==> config.mk <==
export PLATFORM = sky130hd
export DESIGN_NAME = mem_stage_flat
export DESIGN_NICKNAME = d
export VERILOG_FILES = /design/src/rtl/mem_stage_if.sv /design/src/rtl/mem_stage.sv /design/src/flat_wrapper.sv
export SDC_FILE = /design/constraint.sdc
export NUM_CORES = 1
export LEC_CHECK = 0
export ABC_CLOCK_PERIOD_IN_PS = 4100
export CELL_PAD_IN_SITES_DETAIL_PLACEMENT = 1
export CELL_PAD_IN_SITES_GLOBAL_PLACEMENT = 2
export CORE_MARGIN = 4
export CORE_UTILIZATION = 24
export DETAILED_ROUTE_END_ITERATION = 8
export MAX_ROUTING_LAYER = met4
export PLACE_DENSITY = 0.79
export SKIP_CTS_REPAIR_TIMING = 1
export SLEW_MARGIN = 5
export SYNTH_ARGS = -nofsm -noshare
export SYNTH_HDL_FRONTEND = slang
export SYNTH_SLANG_ARGS = --single-unit
export TNS_END_PERCENT = 5
==> constraint.sdc <==
create_clock -name clk -period 4.1 [get_ports clk]
set_input_delay 0.82 -clock clk [delete_from_list [all_inputs] [get_ports clk]]
set_output_delay 0.82 -clock clk [all_outputs]
set_load 0.1 [all_outputs]
==> src/rtl/mem_stage_if.sv <==
// Bundle and data-bus signals between EX, MEM, WB and ID.
// slave is the MEM stage view; master is the surrounding pipeline view.
interface mem_stage_if;
    logic         ex_to_mem_valid;
    logic [105:0] ex_to_mem_data;
    logic         mem_allow;
    logic         data_sram_data_ok;
    logic [31:0]  data_sram_rdata;
    logic         wb_allow;
    logic         mem_to_wb_valid;
    logic [101:0] mem_to_wb_data;
    logic [5:0]   mem_wr;
    logic [37:0]  mem_to_id_fwd;

    modport master (
        output ex_to_mem_valid, ex_to_mem_data,
        output data_sram_data_ok, data_sram_rdata,
        output wb_allow,
        input  mem_allow, mem_to_wb_valid, mem_to_wb_data,
        input  mem_wr, mem_to_id_fwd
    );

    modport slave (
        input  ex_to_mem_valid, ex_to_mem_data,
        input  data_sram_data_ok, data_sram_rdata,
        input  wb_allow,
        output mem_allow, mem_to_wb_valid, mem_to_wb_data,
        output mem_wr, mem_to_id_fwd
    );
endinterface

==> src/rtl/mem_stage.sv <==
// Memory-access stage: waits for load data, aligns/extends it, feeds WB.
// Define MEM_FWD_EN to drive mem_to_id_fwd; otherwise it is tied to 0.
module mem_stage (
    input logic      clk,
    input logic      resetn,
    mem_stage_if.slave bus
);
    typedef enum logic [1:0] {
        S_EMPTY,
        S_WAIT,
        S_HOLD,
        S_READY
    } state_t;

    state_t state;
    state_t state_nx;

    logic [105:0] bundle;
    logic [31:0]  buf_rdata;
    logic         capture;

    logic         res_from_mem;
    logic [2:0]   ld_op;
    logic         gr_we;
    logic [4:0]   dest;
    logic [31:0]  alu_result;
    logic [31:0]  pc;
    logic [31:0]  inst;

    assign res_from_mem = bundle[105];
    assign ld_op        = bundle[104:102];
    assign gr_we        = bundle[101];
    assign dest         = bundle[100:96];
    assign alu_result   = bundle[95:64];
    assign pc           = bundle[63:32];
    assign inst         = bundle[31:0];

    logic mem_valid;
    logic buf_valid;
    logic mem_ready;
    logic mem_allow;
    logic accept;

    // The stage is invalid while reset is held, so outputs go quiet at once.
    assign mem_valid = resetn & (state != S_EMPTY);
    assign buf_valid = (state == S_HOLD);
    assign mem_ready = ~res_from_mem | buf_valid | bus.data_sram_data_ok;
    assign mem_allow = ~mem_valid | (mem_ready & bus.wb_allow);
    assign accept    = resetn & mem_allow & bus.ex_to_mem_valid;

    // Next state: a new bundle replaces the old one whenever allowed.
    always_comb begin
        state_nx = state;
        capture  = 1'b0;
        if (mem_allow) begin
            if (!bus.ex_to_mem_valid)
                state_nx = S_EMPTY;
            else if (bus.ex_to_mem_data[105])
                state_nx = S_WAIT;
            else
                state_nx = S_READY;
        end else if (state == S_WAIT && bus.data_sram_data_ok) begin
            state_nx = S_HOLD;
            capture  = 1'b1;
        end
    end

    // State register with synchronous active-low reset.
    always_ff @(posedge clk) begin
        if (!resetn)
            state <= S_EMPTY;
        else
            state <= state_nx;
    end

    // Bundle register loads on every accepted EX bundle.
    always_ff @(posedge clk) begin
        if (accept)
            bundle <= bus.ex_to_mem_data;
    end

    // Hold returned load data while WB is stalled.
    always_ff @(posedge clk) begin
        if (capture)
            buf_rdata <= bus.data_sram_rdata;
    end

    logic [31:0] rdata;
    logic [1:0]  off;
    logic [7:0]  ld_byte;
    logic [15:0] ld_half;
    logic [31:0] load_data;
    logic [31:0] final_result;

    assign rdata   = buf_valid ? buf_rdata : bus.data_sram_rdata;
    assign off     = alu_result[1:0];
    assign ld_byte = rdata[{off, 3'b000} +: 8];
    assign ld_half = rdata[{off[1], 4'b0000} +: 16];

    // Align and extend the load word according to ld_op.
    always_comb begin
        load_data = rdata;
        case (ld_op)
            3'b001:  load_data = {{24{ld_byte[7]}}, ld_byte};
            3'b010:  load_data = {24'b0, ld_byte};
            3'b011:  load_data = {{16{ld_half[15]}}, ld_half};
            3'b100:  load_data = {16'b0, ld_half};
            default: load_data = rdata;
        endcase
    end

    assign final_result = res_from_mem ? load_data : alu_result;

    assign bus.mem_allow       = mem_allow;
    assign bus.mem_to_wb_valid = mem_valid & mem_ready;
    assign bus.mem_to_wb_data  = {gr_we, pc, inst, final_result, dest};
    assign bus.mem_wr          = mem_valid ? {gr_we, dest} : 6'b0;

`ifdef MEM_FWD_EN
    logic fwd_valid;
    assign fwd_valid = mem_valid & gr_we & mem_ready;
    assign bus.mem_to_id_fwd = fwd_valid ? {1'b1, dest, final_result}
                                         : 38'b0;
`else
    assign bus.mem_to_id_fwd = 38'b0;
`endif
endmodule

==> src/flat_wrapper.sv <==
// flat-port wrapper written by rule: the top's interface ports become plain ports
module mem_stage_flat 
  (clk, resetn, bus_ex_to_mem_valid, bus_ex_to_mem_data, bus_data_sram_data_ok, bus_data_sram_rdata, bus_wb_allow, bus_mem_allow, bus_mem_to_wb_valid, bus_mem_to_wb_data, bus_mem_wr, bus_mem_to_id_fwd);
  mem_stage_if bus_i ();
  input logic clk;
  input logic resetn;
  input wire logic [$bits(bus_i.ex_to_mem_valid)-1:0] bus_ex_to_mem_valid;
  input wire logic [$bits(bus_i.ex_to_mem_data)-1:0] bus_ex_to_mem_data;
  input wire logic [$bits(bus_i.data_sram_data_ok)-1:0] bus_data_sram_data_ok;
  input wire logic [$bits(bus_i.data_sram_rdata)-1:0] bus_data_sram_rdata;
  input wire logic [$bits(bus_i.wb_allow)-1:0] bus_wb_allow;
  output wire logic [$bits(bus_i.mem_allow)-1:0] bus_mem_allow;
  output wire logic [$bits(bus_i.mem_to_wb_valid)-1:0] bus_mem_to_wb_valid;
  output wire logic [$bits(bus_i.mem_to_wb_data)-1:0] bus_mem_to_wb_data;
  output wire logic [$bits(bus_i.mem_wr)-1:0] bus_mem_wr;
  output wire logic [$bits(bus_i.mem_to_id_fwd)-1:0] bus_mem_to_id_fwd;
  assign bus_i.ex_to_mem_valid = bus_ex_to_mem_valid;
  assign bus_i.ex_to_mem_data = bus_ex_to_mem_data;
  assign bus_i.data_sram_data_ok = bus_data_sram_data_ok;
  assign bus_i.data_sram_rdata = bus_data_sram_rdata;
  assign bus_i.wb_allow = bus_wb_allow;
  assign bus_mem_allow = bus_i.mem_allow;
  assign bus_mem_to_wb_valid = bus_i.mem_to_wb_valid;
  assign bus_mem_to_wb_data = bus_i.mem_to_wb_data;
  assign bus_mem_wr = bus_i.mem_wr;
  assign bus_mem_to_id_fwd = bus_i.mem_to_id_fwd;
  mem_stage u_core (.clk(clk), .resetn(resetn), .bus(bus_i));
endmodule
==> results of run 1 <==
## metrics by stage
stage	hold WS [ps]	setup TNS [ps]
5_1_grt	800.4	0
2_1_floorplan	647.9	-5268
6_report	713.5	0
4_1_cts	720.0	0
3_5_place_dp	711.5	0
3_3_place_gp	697.3	0
## Yosys cell counts (2+ instances only)
master,count,area share
nor3_1,5,0.0037
inv_1,8,0.0045
nand2_1,6,0.0034
mux4_2,2,0.0067
a21boi_0,3,0.0034
clkbuf_1,12,0.0067
edfxtp_1,138,0.62
o32ai_1,5,0.0065
and3_1,3,0.0028
o2bb2ai_1,4,0.0052
o21ai_0,7,0.0052
and2_1,7,0.0065
mux2_2,13,0.022
o21a_1,2,0.0022
a211oi_1,2,0.0022
nor2_1,51,0.029
nand3_1,2,0.0015
a21oi_1,45,0.034
a31oi_1,2,0.0019
o22ai_1,7,0.0065
nand2b_1,4,0.0037
buf_2,7,0.0052
xnor2_1,2,0.0026
a22o_1,5,0.0065
a222oi_1,4,0.0060
nor2b_1,3,0.0028
mux2i_1,28,0.042
buf_4,108,0.12
dfxtp_1,2,0.0060
## per-layer routing
layer / share of wire / GRT usage / wire, um
met1: 0.43 / 0.1775 / 9496
met5: 0 / - / 0
met4: 0.011 / 0.03306 / 235
met2: 0.50 / 0.2349 / 11040
met3: 0.066 / 0.04652 / 1470
## cell families (layout without fill, tap and decap cells)
logic type      Yosys count  after routing  synth area share
compound gates          100            100            0.1013
other cells               1             38         0.0005593
simple gates             86             86           0.05953
mux                      44             44           0.07259
xor+xnor                  3              3          0.003919
buf+inv                 136            307            0.1381
flops                   140            140            0.6240
## power by group
part	switching, mW	leakage, nW	internal (mW)
clock network	0.730	0.281	0.816
logic	0.858	2.07	0.364
registers	0.0230	1.29	1.63
## layout make-up
cell class,count,share of cell area
timing repair buffer,267,0.2928
multi-input combinational,271,0.1784
clock buffer,18,0.04317
inverter,8,0.003021
clock inverter,14,0.01498
sequential,140,0.4209
tap,372,0.04682
## cells in the final DEF (no fill, tap or decap), types with 3 or more instances in the layout
master,synthesis,routed
a21boi_0,3,3
a21oi_1,45,44
a222oi_1,4,4
a22o_1,5,5
and2_1,7,7
buf_12,0,30
buf_4,108,25
clkbuf_16,0,17
clkdlybuf4s50_1,0,212
conb_1,1,38
edfxtp_1,138,138
inv_1,8,8
inv_6,0,4
inv_8,0,5
mux2_2,13,13
mux2i_1,28,28
nand2_1,6,6
nand2b_1,4,3
nor2_1,51,51
nor2b_1,3,3
nor3_1,5,4
o21ai_0,7,7
o22ai_1,7,7
o2bb2ai_1,4,4
o32ai_1,5,5
## worst max-delay path: stages
cell             delay [ps]
clkdlybuf4s50_1         510
mux2i_1                  80
mux2_4                  290
a2111oi_4               480
a22oi_2                 140
buf_4                   220
a21oi_1                 310
buf_12                  220
## worst paths after layout
| kind | cells past startpoint | endpoint | slack (ps) |
|---|---|---|---|
| hold reg to reg | 3 | u_core.state[0]$_SDFFE_PN0P_ | 710 |
| hold / removal | 3 | u_core.state[0]$_SDFFE_PN0P_ | 710 |
| setup / recovery | 8 | bus_mem_to_wb_data[23] | 190 |
| setup reg to reg | 6 | u_core.bundle[102]$_DFFE_PP_ | 1740 |
## state kept, by name, summed over array words and instances (netlist names)
name / count
u_core.bundle: 106
u_core.buf_rdata: 32
u_core.state: 2
==> qor.csv, run 1 <==
metric,value,unit
initial drt markers,279,
Post-route DRC,0,
Area Overhead vs Synth,48.26,%
vias in the first global route,5063,
register area share after synthesis,0.6240,
CTS Buf Count,17,
Final setup violation count,0,
synth unique cells,52,
Root Driver,clkbuf_16,
synthesized area,0.006705,mm2
Site Rows,60,
first-pass GRT wire length,32240,um
drt first pass iters,4,
Worst VDD drop,0.2424,mV
Power Density,445.2,mW/mm2
crit-path max FO,16,
Clock Pin Slew Worst Setup and Hold Paths,60,ps
register area,0.004184,mm2
startpoint types,input port,
Slew @ Worst Pin,1027,ps
Via Count,4597,
layout cell share with drive strength beyond 1,0.1602,
Final Core Density,0.3648,
Multi-input gate area,0.001773,mm2
minimum clock period,3909,ps
initial antenna violation count,0,
Final nets,848,
cell leakage power,3.645,nW
Slew Limit Fails,0,
DR WL/cell,20.40,um
diode count,0,
initial core utilization,0.2461,
Min-Delay Path Class,reg -> reg,
number of synthesized register bits,140,
Setup WS post-layout,190.9,ps
Post-synth ARST share,0,
Vert. Die Dim,175.1,um
crit path DAT,3090,ps
DP Cell Count,1058,
Total GRT Usage,0.1449,
Cells after Synth,510,
RSZ-0062 raised after global routing,false,
dominant synthesized flop cell,edfxtp_1,
GP Congestion,0.7908,
DPL Wire Length,17100,um
non-filler instance count after layout,1090,
largest net degree at the start of global routing,108,
clk_lat worst skew,420,ps
Max-Cap Viols,0,
Detailed Route WL,22240,um
DIE WIDTH,175.1,um
GRT overflow,0,
outcome,"finished, final reports clean",
Worst Skew,13.82,ps
CP Data Required Time,3280,ps
# fillers,2863,
final instance area,0.009941,mm2
Clock Sinks,140,
crit path kind,in -> out,
vias per cell,4.217,
TritonCTS clock tree,yes,
"Hold Vio Cnt, Final",0,
Final period util,0.9535,
clk buf depth,2,
Buffers on Ports,252,
Ys Warns,0,
Boundary Pins,291,
Max Clock Freq,255.8,MHz
placed cell areas,0.009343,mm2
Worst setup EP type,primary output,
Critical Path Source,bus_data_sram_rdata[23],
die area,0.03068,mm2
pre-CTS WS,178.1,ps
Mean Syn Cell Area,13.15,um2
Core Area,0.02725,mm2
post-route ant nets,0,
hold wc startpoint,u_core.state[0]$_SDFFE_PN0P_,
max_slew headroom,0.3130,
Tot Pwr,4.425,mW
Post-synth EDFFs,138,
htree depth,4,
r2r startpoint,u_core.bundle[105]$_DFFE_PP_,
(Power assumes the default switching activity.)
==> inputs of run 2 (changes only) <==
==> constraint.sdc (replaced) <==
create_clock -name clk -period 4.1 [get_ports clk]
set_input_delay 0.41 -clock clk [delete_from_list [all_inputs] [get_ports clk]]
set_output_delay 0.41 -clock clk [all_outputs]
set_load 0.1 [all_outputs]
==> run 2 against run 1 <==
Compared with the run above: sequential power is essentially flat; setup slack gained 350 ps; sequential cell count stayed put; cell area shrank 4.1%; hold slack got worse by 180 ps; critical endpoint is now bus_mem_to_wb_data[9]; non-clock buffer count down 4; clock power hardly changed; power down 2.0%; first-iteration DRC count increased by 37%; maximum frequency rose by 9.9%; core utilization is 1.5 points lower; clock skew down 1.5 ps.
==> qor.csv, run 2 (synthesis results as in run 1) <==
metric,value,unit,change
outcome,"finished, final reports clean",,
slowest library cell on the worst path,mux2i_1,,
Hold Crit Depth,1,,-2
Post-route DRC,0,,unchanged
layout cell share with drive strength beyond 1,0.1499,,-0.01031
clk buf depth,2,,unchanged
Slew @ Worst Pin,1203,ps,+176.1 ps
CP Data Required Time,3690,ps,+410 ps
Clock Pin Slew Worst Setup and Hold Paths,70,ps,about the same
Final setup violation count,0,,unchanged
vias per cell,4.195,,-0.53%
Reg with most FFs,u_core.bundle,,
Hold Path Sink,u_core.bundle[49]$_DFFE_PP_,,
vias in the first global route,5089,,+0.51%
CP cell instances,nand2b_2 -> buf_4 -> mux2i_1 -> a21oi_1 -> a2111oi_0 -> a311oi_1 -> buf_4,,
most frequent cells in the layout,"clkdlybuf4s50_1 (212), edfxtp_1 (138), nor2_1 (51), buf_4 (49), a21oi_1 (45)",,
startpoint types,flip-flop,,
r2r setup slk,1880,ps,+140 ps
r2r startpoint,u_core.bundle[105]$_DFFE_PP_,,
first-pass GRT wire length,31860,um,-1.2%
initial antenna violation count,1,,+1
DPL Wire Length,17090,um,about the same
crit path kind,reg -> out,,
Boundary Pins,291,,unchanged
Power Density,454.6,mW/mm2,+2.1%
Worst setup EP type,primary output,,
Via Count,4560,,-0.80%
Final period util,0.8678,,-0.08568
crit path buf inv count,2,,-1
drt first pass iters,5,,+1
max_slew headroom,0.1920,,-0.1210
r2r worst-path depth,5,,-1
Worst Skew,12.30,ps,-1.515 ps
pre-CTS WS,962.7,ps,+784.6 ps
GP Congestion,0.8185,,+3.5%
CP top delay family,compound AO/OA/AOI/OAI gates,,
Crit path largest cell delay,600,ps,+90 ps
cell leakage power,3.481,nW,-4.5%
die area,0.03068,mm2,unchanged
"Hold Vio Cnt, Final",0,,unchanged
Final nets,844,,-0.47%
Site Rows,60,,unchanged
crit path DAT,3150,ps,+60 ps
CP Depth,7,,-1
Worst VDD drop,0.2303,mV,-5.0%
Clock Sinks,140,,unchanged
max reg flops,106,,unchanged
Tot Pwr,4.335,mW,-2.0%
Total GRT Usage,0.1441,,-0.0007754
CTS Buf Count,17,,unchanged
biggest regs,"u_core.bundle: 106 flops, u_core.buf_rdata: 32 flops, u_core.state: 2 flops",,
clk_lat worst skew,430,ps,about the same
RSZ-0062 raised after global routing,false,,
"most common cell after layout, fill and taps aside",clkdlybuf4s50_1,,
crit-path max FO,18,,+2
Core Area,0.02725,mm2,unchanged
initial drt markers,381,,+37%
Slew Limit Fails,0,,unchanged
Root Driver,clkbuf_16,,
Area Overhead vs Synth,42.21,%,
GRT overflow,0,,unchanged
most frequent CP cell,buf_4,,
TNS Setup,0,ps,unchanged
placed cell areas,0.008956,mm2,-4.1%
minimum clock period,3558,ps,-351.3 ps
final instance area,0.009535,mm2,-4.1%
htree depth,4,,unchanged
hold wc startpoint,bus_ex_to_mem_data[49],,
Vert. Die Dim,175.1,um,unchanged
Min-Delay Path Class,in -> reg,,
TritonCTS clock tree,yes,,
initial core utilization,0.2461,,unchanged
DR WL/cell,20.25,um,-0.74%
DIE WIDTH,175.1,um,unchanged
Final Core Density,0.3499,,-0.01488
Max Clock Freq,281.1,MHz,+9.9%
largest net degree at the start of global routing,61,,-44%
Crit Reg-Reg Endpoint,u_core.bundle[61]$_DFFE_PP_,,
Detailed Route WL,22020,um,-1.0%
Setup WS post-layout,542.1,ps,+351.3 ps
Max-Cap Viols,0,,unchanged
Buffers on Ports,252,,unchanged
post-route ant nets,0,,unchanged
-- run 2: cell types whose count changed in the layout (fill, tap and decap cells not counted), sizes merged --
| cell | delta |
|---|---|
| buf | -4 |
| bufinv | +1 |
| clkbuf | -1 |
| clkinv | -2 |
| clkinvlp | +2 |
| diode | +1 |
-- run 2: area by class of cell --
cell class,instances,area (um2)
Antenna cell,1,2.502
Fill cell,2895,17720
Timing Repair Buffer,263,2530
Tap cell,372,465.4
Multi-Input combinational cell,271,1747
Clock inverter,15,151.4
Clock buffer,17,425.4
Sequential cell,140,4184
Inverter,8,30.03
-- run 2: how the worst max path moves through the flow --
stage	from	endpoint	slack (ps)
after floorplan	u_core.bundle[65]$_DFFE_PP_	bus_mem_to_wb_data[9]	-200
after global placement	u_core.state[0]$_SDFFE_PN0P_	bus_mem_to_wb_data[9]	990
after detailed placement	u_core.state[0]$_SDFFE_PN0P_	bus_mem_to_wb_data[9]	960
after CTS	u_core.state[0]$_SDFFE_PN0P_	bus_mem_to_wb_data[9]	480
after global routing	u_core.state[0]$_SDFFE_PN0P_	bus_mem_to_wb_data[9]	320
final	u_core.state[0]$_SDFFE_PN0P_	bus_mem_to_wb_data[9]	540
-- run 2: stage by stage --
stage / hold WS [ps] / instances
final: 535.0 / 1087
after global routing: 508.9 / 1087
after CTS: 512.0 / 1086
after detailed placement: 724.2 / 1054
after global placement: 704.1 / 1054
after floorplan: 508.9 / 547
-- run 2: layer usage --
| metal | GRT usage | up-vias | part of all wire |
|---|---|---|---|
| li1 | - | 2119 | - |
| met1 | 0.1696 | 2200 | 0.41 |
| met2 | 0.2337 | 225 | 0.49 |
| met3 | 0.05063 | 16 | 0.086 |
| met4 | 0.04255 | 0 | 0.012 |
| met5 | - | - | 0 |
-- run 2: where the power goes --
group | internal [mW] | switching (mW) | leakage, nW
clock | 0.858 | 0.683 | 0.275
sequential | 1.63 | 0.0232 | 1.29
combinational | 0.294 | 0.842 | 1.91
total | 2.79 | 1.55 | 3.48
